`config.mk`:
```
export PLATFORM = sky130hd
export DESIGN_NAME = tap_core_param
export DESIGN_NICKNAME = d
export VERILOG_FILES = /design/src/rtl/tap_core_param.sv
export SDC_FILE = /design/constraint.sdc
export NUM_CORES = 1
export LEC_CHECK = 0
export CAP_MARGIN = 30
export CORE_MARGIN = 1.5
export CORE_UTILIZATION = 30
export CTS_CLUSTER_SIZE = 40
export DETAILED_ROUTE_END_ITERATION = 6
export GPL_TIMING_DRIVEN = 0
export PLACE_DENSITY = 0.61
export SETUP_SLACK_MARGIN = 0.5
export SLEW_MARGIN = 40
export SYNTH_ARGS = -nofsm -noshare
export SYNTH_HDL_FRONTEND = slang
export SYNTH_SLANG_ARGS = --single-unit
export TNS_END_PERCENT = 100
```
`constraint.sdc`:
```
create_clock -name TCK -period 4.6 [get_ports TCK]
set_clock_uncertainty 0.2 [all_clocks]
set_input_delay 0.69 -clock TCK [delete_from_list [all_inputs] [get_ports TCK]]
set_output_delay 0.69 -clock TCK [all_outputs]
set_load 0.01 [all_outputs]
```
`src/rtl/tap_core_param.sv`:
```
// Parameterised IEEE 1149.1 TAP controller with IDCODE/USERCODE, a boundary-scan
// register and up to four user data registers, all clocked by TCK.
module tap_core_param #(
    parameter int          IR_WIDTH   = 4,
    parameter logic [31:0] ID_VALUE   = 32'h1000_00F1,
    parameter logic [31:0] USER_VALUE = 32'h0000_00F1,
    parameter int          BSR_WIDTH  = 10,
    parameter int          UDR_NUM    = 2,
    parameter int          UDR_WIDTH  = 8
) (
    input  logic                         TCK,
    input  logic                         TRST,
    input  logic                         TMS,
    input  logic                         TDI,
    output logic                         TDO,
    output logic                         TDO_EN,
    input  logic [BSR_WIDTH-1:0]         PIN_IN,
    input  logic [BSR_WIDTH-1:0]         CORE_IN,
    output logic [BSR_WIDTH-1:0]         PIN_OUT,
    output logic                         HIGHZ_OUT,
    input  logic [UDR_NUM*UDR_WIDTH-1:0] UDR_IN,
    output logic [UDR_NUM*UDR_WIDTH-1:0] UDR_OUT,
    output logic [3:0]                   TAP_STATE,
    output logic [IR_WIDTH-1:0]          IR_OUT
);

    typedef enum logic [3:0] {
        TLR    = 4'hF, RTI    = 4'hC, SEL_DR = 4'h7, CAP_DR = 4'h6,
        SH_DR  = 4'h2, EX1_DR = 4'h1, PS_DR  = 4'h3, EX2_DR = 4'h0,
        UPD_DR = 4'h5, SEL_IR = 4'h4, CAP_IR = 4'hE, SH_IR  = 4'hA,
        EX1_IR = 4'h9, PS_IR  = 4'hB, EX2_IR = 4'h8, UPD_IR = 4'hD
    } tap_state_e;

    localparam logic [IR_WIDTH-1:0] OP_SAMPLE   = IR_WIDTH'(1);
    localparam logic [IR_WIDTH-1:0] OP_EXTEST   = IR_WIDTH'(2);
    localparam logic [IR_WIDTH-1:0] OP_INTEST   = IR_WIDTH'(3);
    localparam logic [IR_WIDTH-1:0] OP_CLAMP    = IR_WIDTH'(5);
    localparam logic [IR_WIDTH-1:0] OP_IDCODE   = IR_WIDTH'(7);
    localparam logic [IR_WIDTH-1:0] OP_USERCODE = IR_WIDTH'(8);
    localparam logic [IR_WIDTH-1:0] OP_HIGHZ    = IR_WIDTH'(9);

    tap_state_e                 state_q, state_d;
    logic [IR_WIDTH-1:0]        irSh_q, ir_q;
    logic                       bypass_q;
    logic [31:0]                devSh_q;
    logic [BSR_WIDTH-1:0]       bsrSh_q, bsrUpd_q;
    logic [UDR_WIDTH-1:0]       udrSh_q  [UDR_NUM];
    logic [UDR_WIDTH-1:0]       udrOut_q [UDR_NUM];

    logic                       selDev, capUser, selBsr, capCore;
    logic [UDR_NUM-1:0]         udrSel;

    always_comb begin
        state_d = state_q;
        case (state_q)
            TLR:    state_d = TMS ? TLR    : RTI;
            RTI:    state_d = TMS ? SEL_DR : RTI;
            SEL_DR: state_d = TMS ? SEL_IR : CAP_DR;
            CAP_DR: state_d = TMS ? EX1_DR : SH_DR;
            SH_DR:  state_d = TMS ? EX1_DR : SH_DR;
            EX1_DR: state_d = TMS ? UPD_DR : PS_DR;
            PS_DR:  state_d = TMS ? EX2_DR : PS_DR;
            EX2_DR: state_d = TMS ? UPD_DR : SH_DR;
            UPD_DR: state_d = TMS ? SEL_DR : RTI;
            SEL_IR: state_d = TMS ? TLR    : CAP_IR;
            CAP_IR: state_d = TMS ? EX1_IR : SH_IR;
            SH_IR:  state_d = TMS ? EX1_IR : SH_IR;
            EX1_IR: state_d = TMS ? UPD_IR : PS_IR;
            PS_IR:  state_d = TMS ? EX2_IR : PS_IR;
            EX2_IR: state_d = TMS ? UPD_IR : SH_IR;
            UPD_IR: state_d = TMS ? SEL_DR : RTI;
            default: state_d = TLR;
        endcase
    end

    // Anything not decoded here (CLAMP, HIGHZ, BYPASS, unknown) falls back to the bypass bit.
    always_comb begin
        selDev  = (ir_q == OP_IDCODE) || (ir_q == OP_USERCODE);
        capUser = (ir_q == OP_USERCODE);
        selBsr  = (ir_q == OP_SAMPLE) || (ir_q == OP_EXTEST) || (ir_q == OP_INTEST);
        capCore = (ir_q == OP_INTEST);
        udrSel  = '0;
        for (int k = 0; k < UDR_NUM; k++) begin
            udrSel[k] = (ir_q == IR_WIDTH'(10 + k));
        end
    end

    always_ff @(posedge TCK) begin
        if (TRST) begin
            state_q  <= TLR;
            ir_q     <= OP_IDCODE;
            irSh_q   <= '0;
            bypass_q <= 1'b0;
            devSh_q  <= '0;
            bsrSh_q  <= '0;
            bsrUpd_q <= '0;
            for (int k = 0; k < UDR_NUM; k++) begin
                udrSh_q[k]  <= '0;
                udrOut_q[k] <= '0;
            end
        end else begin
            state_q <= state_d;
            case (state_q)
                CAP_IR: irSh_q <= IR_WIDTH'(2'b01);
                SH_IR:  irSh_q <= {TDI, irSh_q[IR_WIDTH-1:1]};
                UPD_IR: ir_q   <= irSh_q;
                CAP_DR: begin
                    if (selDev)        devSh_q  <= capUser ? USER_VALUE : ID_VALUE;
                    else if (selBsr)   bsrSh_q  <= capCore ? CORE_IN : PIN_IN;
                    else if (|udrSel) begin
                        for (int k = 0; k < UDR_NUM; k++)
                            if (udrSel[k]) udrSh_q[k] <= UDR_IN[k*UDR_WIDTH +: UDR_WIDTH];
                    end
                    else               bypass_q <= 1'b0;
                end
                SH_DR: begin
                    if (selDev)        devSh_q  <= {TDI, devSh_q[31:1]};
                    else if (selBsr)   bsrSh_q  <= {TDI, bsrSh_q[BSR_WIDTH-1:1]};
                    else if (|udrSel) begin
                        for (int k = 0; k < UDR_NUM; k++)
                            if (udrSel[k]) udrSh_q[k] <= {TDI, udrSh_q[k][UDR_WIDTH-1:1]};
                    end
                    else               bypass_q <= TDI;
                end
                UPD_DR: begin
                    if (selBsr) bsrUpd_q <= bsrSh_q;
                    for (int k = 0; k < UDR_NUM; k++)
                        if (udrSel[k]) udrOut_q[k] <= udrSh_q[k];
                end
                default: ;
            endcase
            // Walking into Test-Logic-Reset with TMS acts as a soft reset of the instruction.
            if (state_d == TLR) begin
                ir_q     <= OP_IDCODE;
                bypass_q <= 1'b0;
            end
        end
    end

    always_comb begin
        TDO = 1'b0;
        if (state_q == SH_IR) begin
            TDO = irSh_q[0];
        end else if (state_q == SH_DR) begin
            if (selDev)       TDO = devSh_q[0];
            else if (selBsr)  TDO = bsrSh_q[0];
            else if (|udrSel) begin
                for (int k = 0; k < UDR_NUM; k++)
                    if (udrSel[k]) TDO = udrSh_q[k][0];
            end
            else              TDO = bypass_q;
        end
    end

    for (genvar g = 0; g < UDR_NUM; g++) begin : g_udrOut
        assign UDR_OUT[g*UDR_WIDTH +: UDR_WIDTH] = udrOut_q[g];
    end

    assign TDO_EN    = (state_q == SH_DR) || (state_q == SH_IR);
    assign TAP_STATE = state_q;
    assign IR_OUT    = ir_q;
    assign HIGHZ_OUT = (ir_q == OP_HIGHZ);
    assign PIN_OUT   = ((ir_q == OP_EXTEST) || (ir_q == OP_CLAMP)) ? bsrUpd_q : CORE_IN;

endmodule

```
==> summary.txt, run 1 <==
Crit path max-delay family = buffers and inverters
Ports = 77
Routed wire length = 9990 um
CTS tree = done
Clock-pin slew on the worst setup and hold paths = 0.07 ns
Overall Power = 2.06 mW
Post-synth net total = 435
Clock buffer depth = 2
Clk sink count = 97
Tot GR Track Use = 14.1%
Core area = 13800 sq um
Crit path max-delay cell type = or3b_2
WS Path Type = reg -> out
TNS Setup = 0 ns
# nets final = 522
Most common cell after layout, fill and taps aside = clkdlybuf4s50_1
ANT nets after route = 0
Area delta synth->final = 30.9%
Wirelength per Cell = 15.0 um
Antenna Cells = 0
Commonest non-fill, non-tap cells in the layout = clkdlybuf4s50_1 (76), dfxtp_1 (65), nor2_1 (62)
Max FO, Critical Path = 10
Switching share of power = 27.0%
Ys flop type = dfxtp_1
Yosys warning total = 0
Int Power = 1.51 mW
Row count = 43
Critical Path, Cell by Cell = buf_2, or3b_2, a21oi_4, mux2_2, clkdlybuf4s50_1
First-pass GRT wire length = 16300 um
Critical Path Source = IR_OUT[1]$_SDFFE_PP1N_
Crit share post-route = 80.9%
Fraction of layout cells with a size suffix above 1 = 11.5%
Starting Density = 30.5%
Pin count of the biggest net entering global routing = 20
DIE WIDTH = 122 um
Fillers = 1306
Total gr overflow = 0
Antenna violations before repair = 0
Final Hold Viols = 0
DIE AREA = 14800 sq um
Leak = 2.09 nW
Port Buffers = 76
Maxcap violations = 0
DRC Markers = 0
Synth Instances = 395
Setup-failing EPs final = 0
Crit. End Element = output port
Fmax = 269 MHz
Seq/Total Area, Yosys = 53.6%
Hold_buf cts = 0
Die Span Y = 122 um
Startpoint types = register
Synthesized area = 4220 sq um
Max Slew Vio Count = 0
Clk Latency, worst-skew pair = 0.34 ns
Pwr Density = 374 nW/um^2
Count of cell types in the netlist = 51
Post-CTS Setup Repair Bufs = 0
Run status = finished, final reports clean
RSZ-0062 raised after global routing = false
Number of H-tree levels = 3
Mean Syn Cell Area = 10.7 sq um
CP required = 3.71 ns
Post-CTS Resized = 0
Worst min-delay path startpoint = devSh_q[28]$_SDFFE_PP0P_
Dpl cell area = 5200 sq um
Switching pwr = 557 uW
Total iterations of the first detailed-routing run = 5
Number of global-route vias before repair = 3261
Drt first-iter violations = 284
Critical path arrival = 2.83 ns
Clock power frac = 37.3%
Slew of the pin with the lowest slew margin = 0.700 ns
Fin Hold WS = 0.263 ns
Sequential share of power = 45.0%
FF-to-FF Start = TAP_STATE[2]$_SDFF_PP1_
Fraction of registers with async set/reset = 0%
Slew headroom = 53.2%
Type of the most critical hold path = reg -> reg
Footprint of the multi-input gates = 1810 sq um
Global placement routability congestion = 0.800
Post-route cell area = 5520 sq um
Critical Path Max Stage Delay = 0.50 ns
Combinational share of power = 17.7%
EDFF count, synth = 32
Yosys reg bits = 97
Reg2Reg Setup Slack = 2.19 ns
Maximum VDD drop = 0.177 mV
Root Buffer = clkbuf_16
Worst path bufs/invs = 2
FF+latch area = 2260 sq um
Via density = 4.93
Cts bufs inserted = 9
Post-layout min period = 3.72 ns
Vias = 3290
Dpl hpwl = 7240 um
## power groups by stage
stage               Combinational (mW)  Clock (mW)  Sequential [mW]
finish                           0.365       0.770            0.928
global route                     0.394       0.828            0.932
CTS                              0.365       0.789            0.928
detailed placement               0.363           0            0.948
global placement                 0.358           0            0.947
floorplan                        0.202           0            0.947
## Yosys cell counts (all sizes together), types with 2 or more instances
cell	n	area (sq um)
a22o	26	228
or4b	3	30.0
nor3b	4	35.0
clkbuf	11	41.3
a41o	2	20.0
nor2	63	239
a21boi	2	18.8
dfxtp	65	1300
o21ai	4	20.0
a21oi	21	128
nor3	14	75.1
nand3b	3	22.5
nand2	7	26.3
nand4b	2	17.5
buf	17	90.1
or3b	3	26.3
and2	17	106
inv	4	15.0
a22oi	28	210
nand3	3	15.0
o211ai	3	22.5
edfxtp	32	961
a21o	3	22.5
mux2	11	124
nand2b	5	31.3
mux2i	24	240
nor4	2	18.8
or2	2	12.5
## metrics by stage
step                      util [%]  std cells  setup slack (ns)
final                         39.9        667             0.879
after global routing          39.9        667             0.794
after CTS                     39.9        667             0.900
after detailed placement      37.6        651              1.28
after global placement        37.6        651              1.30
after floorplan                  -        395              1.96
## worst min-delay path: stages, from the launching register on
cell and delay, ns:
dfxtp_1 0.31, nand2_1 0.05, a21oi_1 0.05
## per-layer routing
metal	up-vias	wire, um	track usage (%)
met3	5	452	3.23
met2	77	4800	22.6
li1	1634	-	-
met1	1574	4680	19.2
met4	0	57	3.53
met5	-	0	0
## kinds of logic after synthesis
family                 Yosys count  share of synthesized area (%)
AOI/OAI and AO/OA               96                           17.2
buffers and inverters           32                           3.47
DFF                             97                           53.6
muxes                           35                           8.63
and+or+nand+nor                135                           17.0
## registers in the layout, summed over array words and instances (netlist names)
register and cells:
bsrUpd_q 10, bsrSh_q 10, bypass_q 1, udrOut_q 16, udrSh_q 16, TAP_STATE 4
irSh_q 4, IR_OUT 4, devSh_q 32
## worst paths after layout
check	end	cells after the start
setup / recovery	PIN_OUT[8]	5
hold / removal	devSh_q[28]$_SDFFE_PP0P_	2
setup reg to reg	udrOut_q[0][12]$_SDFFCE_PN0P_	5
hold reg to reg	devSh_q[28]$_SDFFE_PP0P_	2
## final cells by class
class                      instances  area share, %
timing repair buffer              76           13.8
buffer                            28           2.38
tap                              180           4.08
multi-input combinational        266           32.8
clock buffer                      10           4.53
sequential                        97           41.0
inverter                           4          0.272
clock inverter                     6           1.18
No activity file was read; power rests on OpenSTA's default activity.
==> run 2, diff against run 1 <==
--- a/config.mk
+++ b/config.mk
@@ -11,7 +11,7 @@
 export CTS_CLUSTER_SIZE = 40
 export DETAILED_ROUTE_END_ITERATION = 6
 export GPL_TIMING_DRIVEN = 0
-export PLACE_DENSITY = 0.61
+export PLACE_DENSITY = 0.62
 export SETUP_SLACK_MARGIN = 0.5
 export SLEW_MARGIN = 40
 export SYNTH_ARGS = -nofsm -noshare
==> constraint.sdc (replaced) <==
create_clock -name TCK -period 3.1 [get_ports TCK]
set_clock_uncertainty 0.2 [all_clocks]
set_input_delay 0.465 -clock TCK [delete_from_list [all_inputs] [get_ports TCK]]
set_output_delay 0.465 -clock TCK [all_outputs]
set_load 0.01 [all_outputs]
==> summary.txt, run 2 (synthesis results as in run 1) <==
TNS Setup = 0 ns
Vias = 3361
Startpoint types = register
RSZ-0062 raised after global routing = true
Type of the most critical hold path = reg -> reg
Via density = 4.94
ANT nets after route = 0
Crit. End Element = output port
Commonest non-fill, non-tap cells in the layout = clkdlybuf4s50_1 (65), dfxtp_1 (62), nor2_1 (61)
Max Slew Vio Count = 0
WS Path Type = reg -> out
Post-layout min period = 2.68 ns
Fmax = 374 MHz
Wirelength per Cell = 14.6 um
Slew of the pin with the lowest slew margin = 0.720 ns
Most common cell after layout, fill and taps aside = clkdlybuf4s50_1
Fillers = 1302
# nets final = 536
Number of H-tree levels = 3
CTS tree = done
Crit share post-route = 86.3%
Clk sink count = 97
Cts bufs inserted = 9
Fraction of layout cells with a size suffix above 1 = 18.2%
Total gr overflow = 0
Maximum VDD drop = 0.285 mV
Antenna Cells = 0
FF-to-FF Start = IR_OUT[2]$_SDFFE_PP1N_
FF+latch area = 2270 sq um
Largest Register = devSh_q
Pwr Density = 575 nW/um^2
DIE AREA = 14800 sq um
Switching pwr = 819 uW
Slew headroom = 51.8%
Dpl cell area = 5200 sq um
Starting Density = 30.5%
Core area = 13800 sq um
Setup-failing EPs final = 0
First-pass GRT wire length = 16300 um
Ports = 77
Switching share of power = 24.6%
Clock-pin slew on the worst setup and hold paths = 0.06 ns
Int Power = 2.51 mW
Largest regs = devSh_q (32), udrOut_q (16), udrSh_q (16)
Area delta synth->final = 37.3%
Critical Path Source = IR_OUT[1]$_SDFFE_PP1N_
Dpl hpwl = 6940 um
Pre-CTS WS = 0.00195 ns
Max reg flops = 32
Drt first-iter violations = 276
Number of global-route vias before repair = 3320
Total iterations of the first detailed-routing run = 4
Pin count of the biggest net entering global routing = 18
Root Buffer = clkbuf_16
Run status = finished, final reports clean
Clk Latency, worst-skew pair = 0.34 ns
Die Span Y = 122 um
Routed wire length = 9980 um
CP required = 2.43 ns
Port Buffers = 76
Max FO, Critical Path = 5
Global placement routability congestion = 0.810
Clock power frac = 37.1%
DRC Markers = 0
DIE WIDTH = 122 um
Clock buffer depth = 2
Setup ws final = 0.425 ns
Antenna violations before repair = 0
Row count = 43
Tot GR Track Use = 14.0%
Sequential share of power = 41.4%
Maxcap violations = 0
Worst min-delay path startpoint = devSh_q[28]$_SDFFE_PP0P_
Leak = 2.26 nW
Final Hold Viols = 0
Combinational share of power = 21.4%
Post-route cell area = 5790 sq um
Footprint of the multi-input gates = 1870 sq um
Critical path arrival = 2.01 ns
Hold_buf cts = 0
[run 2: changes by cell type in the layout (fill, tap and decap cells not counted), moves of 3 or more]
cell and delta:
mux2_4 +10, mux2_2 -10, buf_6 +15, clkdlybuf4s50_1 -11, buf_4 +10, dfxtp_1 -3
[run 2: stage by stage]
step	power [mW]	cells	hold WS [ns]	util (%)
3_5_place_dp	1.94	651	0.252	37.6
3_3_place_gp	1.94	651	0.250	37.6
2_1_floorplan	1.71	395	0.232	-
4_1_cts	3.34	680	0.269	41.7
6_report	3.33	681	0.266	41.9
5_1_grt	3.46	681	0.305	41.9
[run 2: critical path: stages, from the launching register on]
cell	delay [ns]
dfxtp_4	0.35
buf_6	0.10
or3b_4	0.38
a21oi_4	0.18
buf_6	0.13
buf_16	0.11
mux2_4	0.30
buf_6	0.12
[run 2: power groups by stage]
| stage | sequential (mW) | combinational [mW] | clock (mW) |
|---|---|---|---|
| 5_1_grt | 1.38 | 0.764 | 1.32 |
| 2_1_floorplan | 1.41 | 0.300 | 0 |
| 4_1_cts | 1.38 | 0.705 | 1.26 |
| 3_5_place_dp | 1.41 | 0.539 | 0 |
| 6_report | 1.38 | 0.714 | 1.24 |
| 3_3_place_gp | 1.40 | 0.534 | 0 |
[run 2: path summary, 6_finish.rpt]
check	to	slack (ns)	depth (start not counted)
worst min register to register	devSh_q[28]$_SDFFE_PP0P_	0.27	2
worst max register to register	udrOut_q[0][12]$_SDFFCE_PN0P_	0.71	7
worst min-delay path	devSh_q[28]$_SDFFE_PP0P_	0.27	2
worst max-delay path	PIN_OUT[4]	0.42	7
[run 2: routing by layer]
| metal | share of wire, % | global-route usage (%) | up-vias |
|---|---|---|---|
| met5 | 0 | 0 | - |
| met4 | 0.97 | 4.49 | 0 |
| met3 | 5.7 | 3.37 | 9 |
| met2 | 47 | 22.8 | 80 |
| met1 | 46 | 18.2 | 1614 |
| li1 | - | - | 1658 |
[run 2: repair_timing]
action / in CTS / in global routing
cloned: 1 / 0
pin swaps: 4 / 2
resized for setup: 83 / 5
setup endpoints to repair: 28 / 19
setup buffers: 12 / 1
hold endpoints to repair: 0 / 0
[run 2: cell type report]
class / instances / area share [%]
Buffer: 28 / 2.66
Inverter: 4 / 0.259
Sequential cell: 97 / 39.2
Tap cell: 180 / 3.89
Clock buffer: 11 / 4.39
Clock inverter: 5 / 1.49
Multi-Input combinational cell: 266 / 32.3
Timing Repair Buffer: 90 / 15.8
==> run 3, diff against run 2 <==
--- a/config.mk
+++ b/config.mk
@@ -6,7 +6,7 @@
 export NUM_CORES = 1
 export LEC_CHECK = 0
 export CAP_MARGIN = 30
-export CORE_MARGIN = 1.5
+export CORE_MARGIN = 8
 export CORE_UTILIZATION = 30
 export CTS_CLUSTER_SIZE = 40
 export DETAILED_ROUTE_END_ITERATION = 6
==> constraint.sdc (replaced) <==
create_clock -name TCK -period 3.1 [get_ports TCK]
set_clock_uncertainty 0.2 [all_clocks]
set_input_delay 0.31 -clock TCK [delete_from_list [all_inputs] [get_ports TCK]]
set_output_delay 0.31 -clock TCK [all_outputs]
set_load 0.01 [all_outputs]
==> summary.txt, run 3 (synthesis results as in run 1) <==
Run status = finished, final reports clean
DRC Markers = 0
Max reg flops = 32
Crit path max-delay family = simple AND/OR/NAND/NOR gates
Via density = 4.91
Root Buffer = clkbuf_16
Area delta synth->final = 31.1%
Ports = 77
Startpoint types = register
WS Path Type = reg -> out
Number of H-tree levels = 3
Type of the most critical hold path = reg -> reg
Slew headroom = 52.1%
Crit. End Element = output port
Vias = 3308
Antenna Cells = 0
Row count = 43
Maximum VDD drop = 0.278 mV
Maxcap violations = 0
Hold_buf cts = 0
Critical Path, Cell by Cell = buf_4, or2_2, and2_1, o211ai_1, and3_1, clkdlybuf4s15_1
CTS tree = done
Worst path bufs/invs = 2
Setup-failing EPs final = 0
Pin count of the biggest net entering global routing = 16
Pwr Density = 536 nW/um^2
Antenna violations before repair = 0
Clock-pin slew on the worst setup and hold paths = 0.06 ns
Largest Register = devSh_q
Fraction of layout cells with a size suffix above 1 = 15.6%
Clock buffer depth = 2
Tot GR Track Use = 11.4%
Cts bufs inserted = 9
Total gr overflow = 0
Post-layout min period = 2.54 ns
Slew of the pin with the lowest slew margin = 0.716 ns
Wirelength per Cell = 15.4 um
First-pass GRT wire length = 16700 um
Critical path arrival = 2.03 ns
Max FO, Critical Path = 4
# nets final = 529
Commonest non-fill, non-tap cells in the layout = clkdlybuf4s50_1 (65), dfxtp_1 (62), nor2_1 (62)
Clk sink count = 97
DIE AREA = 18100 sq um
Dpl hpwl = 7580 um
Total iterations of the first detailed-routing run = 4
Max Slew Vio Count = 0
Most common cell after layout, fill and taps aside = clkdlybuf4s50_1
Fmax = 393 MHz
Dpl cell area = 5200 sq um
Crit share post-route = 82.1%
Starting Density = 30.5%
Crit path max-delay cell type = dfxtp_4
Global placement routability congestion = 0.772
Die Span Y = 135 um
Post-route cell area = 5530 sq um
TNS Setup = 0 ns
Critical Path Max Stage Delay = 0.35 ns
Port Buffers = 76
Footprint of the multi-input gates = 1830 sq um
Fillers = 1332
Routed wire length = 10400 um
Core area = 13800 sq um
Number of global-route vias before repair = 3267
RSZ-0062 raised after global routing = true
DIE WIDTH = 135 um
Largest regs = devSh_q (32), udrOut_q (16), udrSh_q (16)
Drt first-iter violations = 265
Leak = 2.11 nW
CP required = 2.59 ns
Final Hold Viols = 0
Clk Latency, worst-skew pair = 0.34 ns
FF+latch area = 2270 sq um
ANT nets after route = 0
[run 3: cell count changes in the layout (fill, tap and decap cells not counted), sizes merged, moves of 2 or more]
cell | before | now
buf | 41 | 26
clkbuf | 23 | 30
bufinv | 2 | 0
clkinv | 2 | 4
[run 3: timing repair]
action	in CTS	in global routing
pin swaps	1	1
endpoints found under the setup margin	11	28
setup buffers	4	3
resized for setup	33	19
[run 3: worst register-to-register path: cells and delay by family (launching register included)]
family / cells / cell delay, ns
simple gates: 3 / 1.09
buf+inv: 2 / 0.57
flops: 1 / 0.40
[run 3: report_power, final]
group          internal, mW  switching (mW)  leakage [nW]
Clock                 0.541           0.454         0.125
Sequential             1.35          0.0298         0.855
Combinational         0.298           0.290          1.13
Total                  2.19           0.774          2.11
[run 3: worst paths after layout]
path / startpoint / endpoint / slack (ns) / cells after the start
hold / removal: devSh_q[28]$_SDFFE_PP0P_ / devSh_q[28]$_SDFFE_PP0P_ / 0.26 / 2
setup / recovery: IR_OUT[1]$_SDFFE_PP1N_ / TDO / 0.56 / 6
setup reg to reg: TAP_STATE[2]$_SDFF_PP1_ / udrOut_q[0][6]$_SDFFCE_PN0P_ / 0.70 / 5
hold reg to reg: devSh_q[28]$_SDFFE_PP0P_ / devSh_q[28]$_SDFFE_PP0P_ / 0.26 / 2
[run 3: area by class of cell]
| class | instances | share of cell area, % |
|---|---|---|
| buffer | 28 | 2.69 |
| clock buffer | 11 | 4.21 |
| clock inverter | 5 | 0.588 |
| inverter | 4 | 0.271 |
| multi-input combinational | 266 | 33.1 |
| sequential | 97 | 41.0 |
| tap | 180 | 4.07 |
| timing repair buffer | 83 | 14.1 |
[run 3: metal layers]
metal  global-route usage, %  vias to the layer above  part of all wire, %
li1                        -                     1642                    -
met1                    14.7                     1570                   47
met2                    18.0                       80                   46
met3                    3.08                       16                  5.4
met4                    4.18                        0                  1.4
met5                       0                        -                    0
[run 3: stage by stage]
stage                     power [mW]  hold WS [ns]  std cells  worst slack [ns]  utilization (%)
final                           2.96         0.258        674             0.556             40.0
after global routing            3.10         0.279        674             0.499             40.0
after CTS                       2.99         0.262        671             0.435             40.1
after detailed placement        1.95         0.249        651             0.136             37.6
after global placement          1.94         0.249        651             0.148             37.6
after floorplan                 1.71         0.232        395             0.842                -
